## config.mk

```make
export PLATFORM = sky130hd
export DESIGN_NAME = lsu_align_unit
export DESIGN_NICKNAME = d
export VERILOG_FILES = /design/src/rtl/lsu_pkg.sv /design/src/rtl/lsu_align_unit_load_extend.sv /design/src/rtl/lsu_align_unit.sv
export SDC_FILE = /design/constraint.sdc
export NUM_CORES = 1
export LEC_CHECK = 0
export CAP_MARGIN = 20
export CORE_AREA = 2 2 107 109
export DETAILED_ROUTE_END_ITERATION = 8
export DIE_AREA = 0 0 109 111
export HOLD_SLACK_MARGIN = 0.15
export MAX_ROUTING_LAYER = met4
export PLACE_DENSITY = 0.8
export REMOVE_ABC_BUFFERS = 1
export SYNTH_ARGS = -nofsm -noshare
export SYNTH_HDL_FRONTEND = slang
export SYNTH_SLANG_ARGS = --single-unit
export TNS_END_PERCENT = 10
```

## constraint.sdc

```tcl
create_clock -name clk -period 5.8 [get_ports clk]
set_input_delay 1.16 -clock clk [delete_from_list [all_inputs] [get_ports clk]]
set_output_delay 1.16 -clock clk [all_outputs]
set_load 0.02 [all_outputs]
```

## src/rtl/lsu_pkg.sv

```systemverilog
// lsu_pkg: shared definitions for the load/store alignment unit.
//   - RV32I funct3 width/sign codes used by loads and stores
//   - FSM state encoding (IDLE / SECOND)
//   - lane_mask(): byte-lane mask of an access before lane shifting
package lsu_pkg;

  localparam logic [2:0] F3_B  = 3'b000;
  localparam logic [2:0] F3_H  = 3'b001;
  localparam logic [2:0] F3_W  = 3'b010;
  localparam logic [2:0] F3_BU = 3'b100;
  localparam logic [2:0] F3_HU = 3'b101;

  localparam logic [0:0] IDLE   = 1'b0;
  localparam logic [0:0] SECOND = 1'b1;

  // Unshifted byte-lane mask for a given width code; unknown codes touch nothing.
  function automatic logic [3:0] lane_mask(input logic [2:0] f3);
    logic [3:0] m;
    case (f3)
      F3_B, F3_BU: m = 4'b0001;
      F3_H, F3_HU: m = 4'b0011;
      F3_W:        m = 4'b1111;
      default:     m = 4'b0000;
    endcase
    return m;
  endfunction

endpackage

```

## src/rtl/lsu_align_unit_load_extend.sv

```systemverilog
// load_extend: combinational load data path.
//   Shifts the addressed bytes of a memory word down to lane 0, or in the
//   second half of a split load merges the held low part with the low lanes
//   of the second word, then sign/zero-extends according to funct3.
// Ports:
//   funct3   in  load width/sign code
//   off      in  byte offset within the first word
//   second   in  1 = second half of a split load (merge with lo_hold)
//   rdata    in  memory read data of the word currently addressed
//   lo_hold  in  bytes kept from the first word of a split load
//   lo_part  out rdata shifted down by off (captured as lo_hold)
//   result   out extended load result
module load_extend
  import lsu_pkg::*;
(
  input  logic [2:0]  funct3,
  input  logic [1:0]  off,
  input  logic        second,
  input  logic [31:0] rdata,
  input  logic [31:0] lo_hold,
  output logic [31:0] lo_part,
  output logic [31:0] result
);

  logic [31:0] upper_s;
  logic [31:0] merged_s;

  // Align bytes to lane 0, merge split halves and extend.
  always_comb begin
    lo_part = rdata >> {off, 3'b000};
    // Low lanes of the second word land just above the bytes taken from the first.
    if (off == 2'd0) begin
      upper_s = 32'h0000_0000;
    end else begin
      upper_s = rdata << (6'd32 - {1'b0, off, 3'b000});
    end
    if (second) begin
      merged_s = lo_hold | upper_s;
    end else begin
      merged_s = lo_part;
    end
    case (funct3)
      F3_B:    result = {{24{merged_s[7]}}, merged_s[7:0]};
      F3_H:    result = {{16{merged_s[15]}}, merged_s[15:0]};
      F3_W:    result = merged_s;
      F3_BU:   result = {24'h00_0000, merged_s[7:0]};
      F3_HU:   result = {16'h0000, merged_s[15:0]};
      default: result = 32'h0000_0000;
    endcase
  end

endmodule

```

## src/rtl/lsu_align_unit.sv

```systemverilog
// lsu_align_unit: load/store alignment between EX/MEM and a word-organised
// data memory (64 x 32 bit, word addressed, combinational read).
//   Converts byte addresses into word address, byte enables and lane-shifted
//   write data; splits word-crossing accesses into two word accesses with a
//   one-cycle stall; registers extended load results into MEM/WB.
// Ports:
//   clk, rst                        clock, async active-high reset
//   req_valid, mem_read, mem_write  request qualifiers (store wins over load)
//   funct3, byte_addr, store_data   access code, byte address, rs2 value
//   dm_addr, dm_re, dm_we, dm_be,
//   dm_wdata, dm_rdata              data memory interface
//   stall                           hold upstream pipeline for split access
//   load_data, load_valid           registered load result
//   misalign_trap                   only with LSU_MISALIGN_TRAP_EN defined:
//                                   crossing accesses trap instead of splitting
module lsu_align_unit
  import lsu_pkg::*;
#(
  parameter int ADDR_W  = 8,
  parameter int WORD_AW = 6
) (
  input  logic               clk,
  input  logic               rst,
  input  logic               req_valid,
  input  logic               mem_read,
  input  logic               mem_write,
  input  logic [2:0]         funct3,
  input  logic [ADDR_W-1:0]  byte_addr,
  input  logic [31:0]        store_data,
  output logic [WORD_AW-1:0] dm_addr,
  output logic               dm_re,
  output logic               dm_we,
  output logic [3:0]         dm_be,
  output logic [31:0]        dm_wdata,
  input  logic [31:0]        dm_rdata,
  output logic               stall,
  output logic [31:0]        load_data,
`ifdef LSU_MISALIGN_TRAP_EN
  output logic               load_valid,
  output logic               misalign_trap
`else
  output logic               load_valid
`endif
);

  logic [0:0]         state_r;
  logic [0:0]         state_nxt_s;
  logic [31:0]        lo_hold_r;
  logic [31:0]        load_data_r;
  logic               load_valid_r;
  logic [1:0]         off_s;
  logic [WORD_AW-1:0] w0_s;
  logic [WORD_AW-1:0] w1_s;
  logic               is_st_s;
  logic               is_ld_s;
  logic               st_ok_s;
  logic               cross_code_s;
  logic               cross_s;
  logic [7:0]         mask_wide_s;
  logic [63:0]        wdata_wide_s;
  logic               lv_nxt_s;
  logic               cap_lo_s;
  logic               trap_nxt_s;
  logic [31:0]        lo_part_s;
  logic [31:0]        ext_s;

  assign off_s   = byte_addr[1:0];
  assign w0_s    = byte_addr[ADDR_W-1:2];
  // Natural wrap of the word-address width takes word 63 to word 0.
  assign w1_s    = w0_s + {{(WORD_AW-1){1'b0}}, 1'b1};
  assign is_st_s = req_valid & mem_write;
  assign is_ld_s = req_valid & mem_read & ~mem_write;
  assign st_ok_s = (funct3 == F3_B) || (funct3 == F3_H) || (funct3 == F3_W);

  // Width codes that spill past lane 3 at this offset; stores with codes
  // that never write cannot cross.
  assign cross_code_s = (((funct3 == F3_H) || (funct3 == F3_HU)) && (off_s == 2'd3)) ||
                        ((funct3 == F3_W) && (off_s != 2'd0));
  assign cross_s      = (is_ld_s | (is_st_s & st_ok_s)) & cross_code_s;

  // Bits [7:4] / [63:32] are what spills into the following word.
  assign mask_wide_s  = {4'b0000, lane_mask(funct3)} << off_s;
  assign wdata_wide_s = {32'h0000_0000, store_data} << {off_s, 3'b000};

  load_extend u_load_extend (
    .funct3  (funct3),
    .off     (off_s),
    .second  (state_r == SECOND),
    .rdata   (dm_rdata),
    .lo_hold (lo_hold_r),
    .lo_part (lo_part_s),
    .result  (ext_s)
  );

  // Next-state and memory-interface decode; everything idle while in reset.
  always_comb begin
    state_nxt_s = state_r;
    dm_addr     = w0_s;
    dm_re       = 1'b0;
    dm_we       = 1'b0;
    dm_be       = 4'b0000;
    dm_wdata    = wdata_wide_s[31:0];
    stall       = 1'b0;
    lv_nxt_s    = 1'b0;
    cap_lo_s    = 1'b0;
    trap_nxt_s  = 1'b0;
    if (rst) begin
      state_nxt_s = IDLE;
    end else begin
      case (state_r)
        IDLE: begin
          if (cross_s) begin
`ifdef LSU_MISALIGN_TRAP_EN
            trap_nxt_s = 1'b1;
`else
            stall       = 1'b1;
            state_nxt_s = SECOND;
            if (is_st_s) begin
              dm_we = 1'b1;
              dm_be = mask_wide_s[3:0];
            end else begin
              dm_re    = 1'b1;
              cap_lo_s = 1'b1;
            end
`endif
          end else if (is_st_s) begin
            dm_we = st_ok_s;
            dm_be = st_ok_s ? mask_wide_s[3:0] : 4'b0000;
          end else if (is_ld_s) begin
            dm_re    = 1'b1;
            lv_nxt_s = 1'b1;
          end else begin
            state_nxt_s = IDLE;
          end
        end
`ifndef LSU_MISALIGN_TRAP_EN
        SECOND: begin
          dm_addr     = w1_s;
          state_nxt_s = IDLE;
          if (is_st_s && st_ok_s) begin
            dm_we    = 1'b1;
            dm_be    = mask_wide_s[7:4];
            dm_wdata = wdata_wide_s[63:32];
          end else if (is_ld_s) begin
            dm_re    = 1'b1;
            lv_nxt_s = 1'b1;
          end else begin
            state_nxt_s = IDLE;
          end
        end
`endif
        default: state_nxt_s = IDLE;
      endcase
    end
  end

  // State, split-load holding register and MEM/WB load result.
  always_ff @(posedge clk or posedge rst) begin
    if (rst) begin
      state_r      <= IDLE;
      lo_hold_r    <= 32'h0000_0000;
      load_data_r  <= 32'h0000_0000;
      load_valid_r <= 1'b0;
    end else begin
      state_r      <= state_nxt_s;
      load_valid_r <= lv_nxt_s;
      if (cap_lo_s) begin
        lo_hold_r <= lo_part_s;
      end
      if (lv_nxt_s) begin
        load_data_r <= ext_s;
      end
    end
  end

  assign load_data  = load_data_r;
  assign load_valid = load_valid_r;

`ifdef LSU_MISALIGN_TRAP_EN
  logic misalign_trap_r;

  // One-cycle trap pulse for a crossing access.
  always_ff @(posedge clk or posedge rst) begin
    if (rst) begin
      misalign_trap_r <= 1'b0;
    end else begin
      misalign_trap_r <= trap_nxt_s;
    end
  end

  assign misalign_trap = misalign_trap_r;
`endif

endmodule

```

==> results of run 1 <==
[metal layers]
metal	wire (µm)	share of wire, %	global-route usage, %	vias up
met3	1210	6.8	4.12	54
met2	8730	49	47.5	290
met1	7260	41	39.7	2759
li1	-	-	-	2604
met5	0	0	-	-
met4	584	3.3	10.5	0
[critical path: cells and delay by family]
kind	cells	cell delay [ns]
compound gates	2	0.64
buf+inv	3	1.43
simple gates	3	0.61
[cell type report]
type                       instances  area, µm²  share of cell area [%]
clock buffer                       9        225                    3.19
clock inverter                     7        100                    1.42
inverter                           8       30.0                   0.426
multi-input combinational        518       3200                    45.4
sequential                        66       1650                    23.4
tap                              143        179                    2.54
timing repair buffer             171       1670                    23.7
[synthesized netlist by cell type, types with 3 or more instances]
| master | instances | share of area (%) |
|---|---|---|
| o22a_1 | 8 | 1.4 |
| nand3_1 | 19 | 1.9 |
| mux2_2 | 22 | 4.8 |
| o31ai_2 | 6 | 1.5 |
| a21oi_1 | 63 | 6.1 |
| ha_1 | 3 | 0.73 |
| clkbuf_1 | 29 | 2.1 |
| mux2_4 | 4 | 1.2 |
| o311ai_0 | 3 | 0.51 |
| xnor2_1 | 3 | 0.51 |
| o31ai_1 | 8 | 1.2 |
| dfrtp_1 | 66 | 32 |
| buf_2 | 14 | 1.4 |
| o21ai_0 | 45 | 4.4 |
| a21bo_2 | 7 | 1.4 |
| nor2b_1 | 4 | 0.49 |
| o2111ai_1 | 9 | 1.5 |
| a311oi_1 | 5 | 0.85 |
| a311o_1 | 4 | 0.78 |
| nor2_1 | 44 | 3.2 |
| and3_1 | 12 | 1.5 |
| nand4_1 | 4 | 0.49 |
| buf_1 | 9 | 0.66 |
| o211ai_1 | 6 | 0.88 |
| mux2i_1 | 43 | 8.4 |
| nand2_1 | 135 | 9.9 |
| nor3_1 | 5 | 0.49 |
| inv_1 | 7 | 0.51 |
| o22ai_1 | 23 | 2.8 |
| nand2b_1 | 3 | 0.37 |
[logic make-up after synthesis]
family,after synthesis
AOI/OAI and AO/OA,201
xor gates and xnor gates,5
adders and majority gates,3
buffers and inverters,63
DFF,66
muxes,69
and+or+nand+nor,240
[placed cells by master (no fill, tap or decap), types with 3 or more instances in the layout]
master / count
o31ai_2: 6
mux2_4: 4
nand2_1: 135
o31ai_1: 8
a21oi_1: 63
o22a_1: 8
nand2b_1: 3
nor2b_1: 4
clkdlybuf4s50_1: 155
nor2_1: 44
clkbuf_16: 9
inv_1: 6
dfrtp_1: 66
a311o_1: 4
nand3_1: 19
mux2i_1: 43
buf_4: 15
mux2_2: 22
a311oi_1: 5
xnor2_1: 3
o2111ai_1: 9
o211ai_1: 6
o21ai_0: 45
a21bo_2: 7
nor3_1: 5
ha_1: 3
o22ai_1: 23
nand4_1: 4
and3_1: 12
[sequential cells by signal (all words and copies together), names as in the netlist]
signal	cells
state_r	1
lo_hold_r	32
load_valid	1
load_data	32
[report_power, final]
| part | switching [mW] | leakage [nW] | internal [mW] | total (mW) |
|---|---|---|---|---|
| registers | 0.0361 | 0.885 | 0.523 | 0.560 |
| logic | 0.281 | 1.94 | 0.248 | 0.529 |
| clock network | 0.221 | 0.160 | 0.380 | 0.601 |
[through the flow]
step	hold WS (ns)	utilization (%)	instance area (µm²)	std cells	setup TNS, ns
floorplan	0.445	-	4880	592	-38.67
global placement	0.457	60.8	6730	906	0
detailed placement	0.468	60.8	6730	906	0
CTS	0.483	63.7	7060	922	0
global route	0.501	63.7	7060	922	0
finish	0.476	63.7	7060	922	0
[worst min-delay path by stage]
stage,from,end
final,load_data[0]$_DFFE_PP0P_,load_data[0]$_DFFE_PP0P_
after global routing,lo_hold_r[8]$_DFFE_PP0P_,lo_hold_r[8]$_DFFE_PP0P_
after CTS,lo_hold_r[24]$_DFFE_PP0P_,lo_hold_r[24]$_DFFE_PP0P_
after detailed placement,lo_hold_r[27]$_DFFE_PP0P_,lo_hold_r[27]$_DFFE_PP0P_
after global placement,lo_hold_r[29]$_DFFE_PP0P_,lo_hold_r[29]$_DFFE_PP0P_
after floorplan,lo_hold_r[24]$_DFFE_PP0P_,lo_hold_r[24]$_DFFE_PP0P_
==> reports/qor_table.md, run 1 <==
| Parameter | Value |
|---|---|
| Run status | finished clean |
| Ant diodes | 0 |
| DR DRC count | 0 |
| GP Congestion | 0.914 |
| Wire length after detailed routing | 17.8 mm |
| CP most frequent cell | clkdlybuf4s50_1 |
| Placement row count | 39 |
| Number of synthesized flops with an enable pin | 0 |
| Via count of the first global-routing pass | 5341 |
| Number of pins exceeding their max-slew limit in the final report | 0 |
| Detailed-route wire length per cell | 19.3 µm |
| Number of standard cells after synthesis | 647 |
| Htree depth | 3 |
| Path class of the lowest-slack min-delay path | reg -> reg |
| Clock root buffer | clkbuf_16 |
| Stage delay of the slowest cell on the critical path | 0.65 ns |
| Warning count from the yosys run | 0 |
| Highest clock rate | 0.199 GHz |
| Clock tree from TritonCTS | built |
| Cell-by-cell trace of the critical path | clkdlybuf4s50_1 -> a21oi_1 -> nand4_1 -> nor2_1 -> buf_4 -> nand2_1 -> o31ai_1 -> clkdlybuf4s50_1 |
| Final cycle utilization of the critical path | 86.5% |
| Overall power consumption | 1.69 mW |
| Sequential element share of the synthesized area | 32.2% |
| Max Cap Viol | 0 |
| DR iter-0 viols | 551 |
| Worst relative slew slack | 31.7% |
| Overflow after GRT | 0 |
| CTS clock-pin slew for the worst setup and hold paths | 0.05 ns |
| Ports placed on the boundary | 158 |
| Synthesized cell area | 0.00513 mm² |
| R2r setup slk | 2.58 ns |
| Initial antenna violation count | 0 |
| Synthesized-area fraction occupied by and/or/nand/nor cells | 20.6% |
| Global-route total usage across every layer | 30.1% |
| Largest fanout on the critical path | 10 |
| Estimated wirelength of the detail-placed design | 12.0 mm |
| Count of endpoints failing hold in the final timing report | 0 |
| Worst path slowest cell | clkdlybuf4s50_1 |
| Worst-Skew Late Latency | 0.34 ns |
| Total of flip-flops plus latches after synthesis | 66 |
| Top FF cell, synth | dfrtp_1 |
| Worst R2R Start | state_r$_DFF_PP0_ |
| Number of buffers inserted by post-CTS setup repair | 0 |
| Worst setup skew after layout | 0.00797 ns |
| Worst R2R End | load_data[19]$_DFFE_PP0P_ |
| Total CTS buffers | 9 |
| Minimum period implied by the final worst setup slack | 5.02 ns |
| Maximum number of pins on one net before global-route repair | 76 |
| Final critical-path setup slack | 0.784 ns |
| Count of cell types in the netlist | 57 |
| Number of filler instances in the final layout | 944 |
| Worst setup path startpoint | funct3[0] |
| Static leakage power | 2.99 nW |
| Worst slew pin tran | 1.02 ns |
| Vertical extent of the die | 111 µm |
| Number of input and output port buffers inserted | 157 |
| Core area | 0.0111 mm² |
| Total number of vias | 5707 |
| Setup crit end | dm_be[2] |
| Avg Inst Size Synth | 7.93 µm² |
| R2R depth | 6 |
| Arrival time worst endpoint | 3.86 ns |
| Startpoint types | input port |
| Fraction of layout cells with a size suffix above 1 | 10.4% |
| Initial core utilization | 46.3% |
| Data required time at the worst endpoint | 4.64 ns |
| Antenna violation net count after detailed routing | 0 |
| Pwr dens | 239 mW/mm² |
| Post-synthesis mux area share | 14.4% |
| Setup violators final | 0 |
| # nets final | 857 |
| Capturing element type of the critical path | primary output |
| Number of buffers inserted by hold repair at cts | 0 |
| DP Worst Slack | 0.854 ns |
| Buffer levels on the longest clock path | 2 |
| First-pass GRT wire length | 27.9 mm |
| Drt first pass iters | 6 |
| Die outline width | 109 µm |
| Clock sink count | 66 |
| Post-cts resize count | 0 |
| Hold Path Cell Cnt | 2 |
| Die Footprint | 0.0121 mm² |
| Critical path class | in -> out |
| Asr flop ratio synth | 100% |
| Unrepaired setup endpoints after global routing | no |
| Dominant combinational cell family by area after synthesis | compound AO/OA/AOI/OAI gates |
| Fraction of the mapped netlist area in compound gates | 25.7% |
| XOR/XNOR Fraction of Synth Area | 0.853% |
| Growth of design area from synthesis to finish | 37.5% |
| Adder-cell share of the synthesized area | 0.732% |
| Mean number of vias per cell | 6.19 |
| Worst supply voltage drop on vdd | 0.172 mV |
(Power assumes the default switching activity.)
==> run 2: changes to the inputs <==
ABC_AREA = 1   (was unset)
CORE_AREA = 2 2 110 112   (was 2 2 107 109)
DIE_AREA = 0 0 112 114   (was 0 0 109 111)
SLEW_MARGIN = 20   (was unset)
==> run 2 against run 1 <==
Total power is 6.6% lower. Largest power group is now sequential cells. Area after synthesis is 7.8% higher. Critical endpoint is now dm_wdata[12]. Synthesized cell count is 43% higher. Register-to-register slack better by 0.77 ns. Flip-flop and latch count stayed put. Fmax is 2.1% lower. Via count is 15% higher.
==> reports/qor_table.md, run 2 <==
| Parameter | Value | Delta |
|---|---|---|
| Synth top cells by count | nand2_1 (359), nand3_1 (119), inv_1 (90), o21ai_0 (76), dfrtp_1 (66) | was nand2_1 (135), dfrtp_1 (66), a21oi_1 (63), o21ai_0 (45), nor2_1 (44) |
| Path class of the lowest-slack min-delay path | reg -> reg | unchanged |
| Count of endpoints failing hold in the final timing report | 0 | unchanged |
| Ports placed on the boundary | 158 | unchanged |
| Fraction of layout cells with a size suffix above 1 | 4.84% | was 10.4% |
| Detailed-route wire length per cell | 15.1 µm | was 19.3 µm |
| Top FF cell, synth | dfrtp_1 | unchanged |
| Clock sink count | 66 | unchanged |
| Switching part of the total | 32.6% | was 31.8% |
| Ant diodes | 0 | unchanged |
| Leading cell types in the layout, fill and taps excluded | nand2_1 (359), clkdlybuf4s50_1 (156), nand3_1 (119), inv_1 (89), o21ai_0 (76) | was clkdlybuf4s50_1 (155), nand2_1 (135), dfrtp_1 (66), a21oi_1 (63), o21ai_0 (45) |
| Internal power | 1.06 mW | was 1.15 mW |
| Max Cap Viol | 0 | unchanged |
| Htree depth | 3 | unchanged |
| Number of buffers inserted by hold repair at cts | 0 | unchanged |
| Count of cell types in the netlist | 34 | was 57 |
| First-pass GRT wire length | 29.2 mm | was 27.9 mm |
| Min Hold Slack | 0.473 ns | was 0.476 ns |
| Synth area leader | dfrtp_1 | unchanged |
| GP Congestion | 0.944 | was 0.914 |
| Antenna violation net count after detailed routing | 0 | unchanged |
| CTS clock-pin slew for the worst setup and hold paths | 0.05 ns | about the same |
| Warning count from the yosys run | 0 | unchanged |
| Capturing element type of the critical path | primary output | unchanged |
| Worst path slowest cell | clkdlybuf4s50_1 | unchanged |
| Data required time at the worst endpoint | 4.64 ns | about the same |
| DR DRC count | 0 | unchanged |
| Growth of design area from synthesis to finish | 32.7% | was 37.5% |
| Count leader, synth | nand2_1 | unchanged |
| Unrepaired setup endpoints after global routing | no | unchanged |
| Setup violators final | 0 | unchanged |
| Total CTS buffers | 9 | unchanged |
| Highest clock rate | 0.195 GHz | was 0.199 GHz |
| Total number of vias | 6557 | was 5707 |
| Share of power burned in combinational logic | 32.1% | was 31.3% |
| Asr flop ratio synth | 100% | unchanged |
| Startpoint types | input port | unchanged |
| Cell types with the largest area share after synthesis | dfrtp_1 (30%), nand2_1 (24%), nand3_1 (11%), o21ai_0 (6.9%), inv_1 (6.1%) | was dfrtp_1 (32%), nand2_1 (9.9%), mux2i_1 (8.4%), a21oi_1 (6.1%), mux2_2 (4.8%) |
| Post-cts resize count | 0 | unchanged |
| Estimated wirelength of the detail-placed design | 12.4 mm | was 12.0 mm |
| Die outline width | 112 µm | was 109 µm |
| Wire length after detailed routing | 18.1 mm | was 17.8 mm |
| Sequential element share of the synthesized area | 29.9% | was 32.2% |
| Stage delay of the slowest cell on the critical path | 0.65 ns | about the same |
| Flop pwr share | 34.7% | was 33.1% |
| Clock share of power | 33.2% | was 35.6% |
| Number of buffers inserted by post-CTS setup repair | 0 | unchanged |
| Worst relative slew slack | 42.9% | was 31.7% |
| Largest fanout on the critical path | 14 | was 10 |
| DR iter-0 viols | 611 | was 551 |
| Sw power | 0.515 mW | was 0.538 mW |
| Total of flip-flops plus latches after synthesis | 66 | unchanged |
| Worst-Skew Late Latency | 0.34 ns | about the same |
| Worst supply voltage drop on vdd | 0.179 mV | was 0.172 mV |
| Synthesized cell area | 0.00553 mm² | was 0.00513 mm² |
| Die Footprint | 0.0128 mm² | was 0.0121 mm² |
| Clock tree from TritonCTS | built | unchanged |
| Via count of the first global-routing pass | 6104 | was 5341 |
| Overflow after GRT | 0 | unchanged |
| Area share of the largest cell type after synthesis | 29.9% | was 32.2% |
| Initial antenna violation count | 0 | unchanged |
| Worst setup skew after layout | 0.00495 ns | was 0.00797 ns |
| Final cycle utilization of the critical path | 88.3% | was 86.5% |
| Drt first pass iters | 6 | unchanged |
| Static leakage power | 3.76 nW | was 2.99 nW |
| Bufs and invs on worst path | 2 | was 3 |
| Number of filler instances in the final layout | 1127 | was 944 |
| Number of input and output port buffers inserted | 157 | unchanged |
| Avg Inst Size Synth | 5.98 µm² | was 7.93 µm² |
| Maximum number of pins on one net before global-route repair | 91 | was 76 |
| Buffer levels on the longest clock path | 2 | unchanged |
| Cell area after placement | 0.00705 mm² | was 0.00673 mm² |
| # nets final | 1131 | was 857 |
| Pwr dens | 215 mW/mm² | was 239 mW/mm² |
| Final std cell area, no fill | 0.00734 mm² | was 0.00706 mm² |
| Number of pins exceeding their max-slew limit in the final report | 0 | unchanged |
| Arrival time worst endpoint | 3.96 ns | was 3.86 ns |
| Post-Route Setup TNS | 0 ns | unchanged |
| Critical path class | in -> out | unchanged |
| Number of standard cells after synthesis | 925 | was 647 |
| Mean number of vias per cell | 5.46 | was 6.19 |
| Run status | finished clean | unchanged |
| Clock root buffer | clkbuf_16 | unchanged |
| Placement row count | 40 | was 39 |
| Core area | 0.0117 mm² | was 0.0111 mm² |
| Worst slew pin tran | 0.856 ns | was 1.02 ns |
| Number of synthesized flops with an enable pin | 0 | unchanged |
| Vertical extent of the die | 114 µm | was 111 µm |
| Initial core utilization | 47.2% | was 46.3% |
| Cell-by-cell trace of the critical path | clkdlybuf4s50_1 -> a21oi_1 -> nand2_1 -> nor2_2 -> nand2_1 -> o22ai_1 -> clkdlybuf4s50_1 | was clkdlybuf4s50_1 -> a21oi_1 -> nand4_1 -> nor2_1 -> buf_4 -> nand2_1 -> o31ai_1 -> clkdlybuf4s50_1 |
| Global-route total usage across every layer | 29.0% | was 30.1% |
| Most common cell after layout, fill and taps aside | nand2_1 | was clkdlybuf4s50_1 |
| Minimum period implied by the final worst setup slack | 5.12 ns | was 5.02 ns |
| Cell family contributing the most delay on the critical path | buffers and inverters | unchanged |
==> run 2: cell types whose count changed in the layout (fill, tap and decap cells not counted), moves of 31 or more <==
| cell | previous run | this run |
|---|---|---|
| a21oi_1 | 63 | 25 |
| nand2_1 | 135 | 359 |
| nand3_1 | 19 | 119 |
| o21ai_0 | 45 | 76 |
| inv_1 | 6 | 89 |
| mux2i_1 | 43 | 3 |
==> run 2: metal layers <==
metal	global-route usage [%]	vias to the layer above	wire length [µm]
met4	12.5	0	645
met3	5.26	58	1880
met5	-	-	0
met1	37.0	2904	7430
met2	45.7	381	8180
li1	-	3214	-
==> run 2: power by group through the flow <==
stage | sequential, mW | clock [mW] | combinational (mW)
5_1_grt | 0.555 | 0.553 | 0.554
4_1_cts | 0.548 | 0.531 | 0.504
6_report | 0.547 | 0.524 | 0.507
3_5_place_dp | 0.554 | 0 | 0.500
3_3_place_gp | 0.552 | 0 | 0.495
2_1_floorplan | 0.588 | 0 | 0.225
==> run 2: stage by stage <==
stage | power [mW] | cells | setup slack, ns | util, %
after floorplan | 0.813 | 866 | 1.05 | -
after global routing | 1.66 | 1200 | 0.522 | 62.6
after global placement | 1.05 | 1183 | 0.781 | 60.1
after detailed placement | 1.05 | 1184 | 0.709 | 60.2
final | 1.58 | 1200 | 0.676 | 62.6
after CTS | 1.58 | 1200 | 0.687 | 62.6
==> run 2: tightest hold or removal path: cells and delay by family (launching register included) <==
kind / cells / cell delay [ns]
flip-flops: 1 / 0.34
AND/OR/NAND/NOR: 2 / 0.10
==> run 2: final timing paths <==
kind                                             end  cells after the start                 startpoint  slack, ns
setup / recovery                        dm_wdata[12]                      7                  funct3[0]       0.68
hold / removal             lo_hold_r[31]$_DFFE_PP0P_                      2  lo_hold_r[31]$_DFFE_PP0P_       0.47
setup reg to reg           load_data[12]$_DFFE_PP0P_                      7          state_r$_DFF_PP0_       3.35
hold reg to reg            lo_hold_r[31]$_DFFE_PP0P_                      2  lo_hold_r[31]$_DFFE_PP0P_       0.47
max in group asynchronous   load_data[5]$_DFFE_PP0P_                      3                        rst       3.38
min in group asynchronous          state_r$_DFF_PP0_                      2                        rst       1.44
==> run 2: layout make-up <==
| cell class | count | area, µm² | area share, % |
|---|---|---|---|
| repair buffers | 171 | 1680 | 22.8 |
| clock inverters | 7 | 60.1 | 0.819 |
| flip-flops and latches | 66 | 1650 | 22.5 |
| well taps | 147 | 184 | 2.51 |
| multi-input cells | 704 | 3180 | 43.3 |
| inverters | 96 | 363 | 4.95 |
| clock buffers | 9 | 225 | 3.07 |
==> run 2: cell families after synthesis <==
logic type	count (synthesis)	share of synthesized area (%)
AND/OR/NAND/NOR	549	41.1
buffers and inverters	155	12.7
AO/OA/AOI/OAI	144	14.3
flip-flops	66	29.9
XOR/XNOR	5	0.792
multiplexers	3	0.543
adder cells (fa/ha/maj)	3	0.679
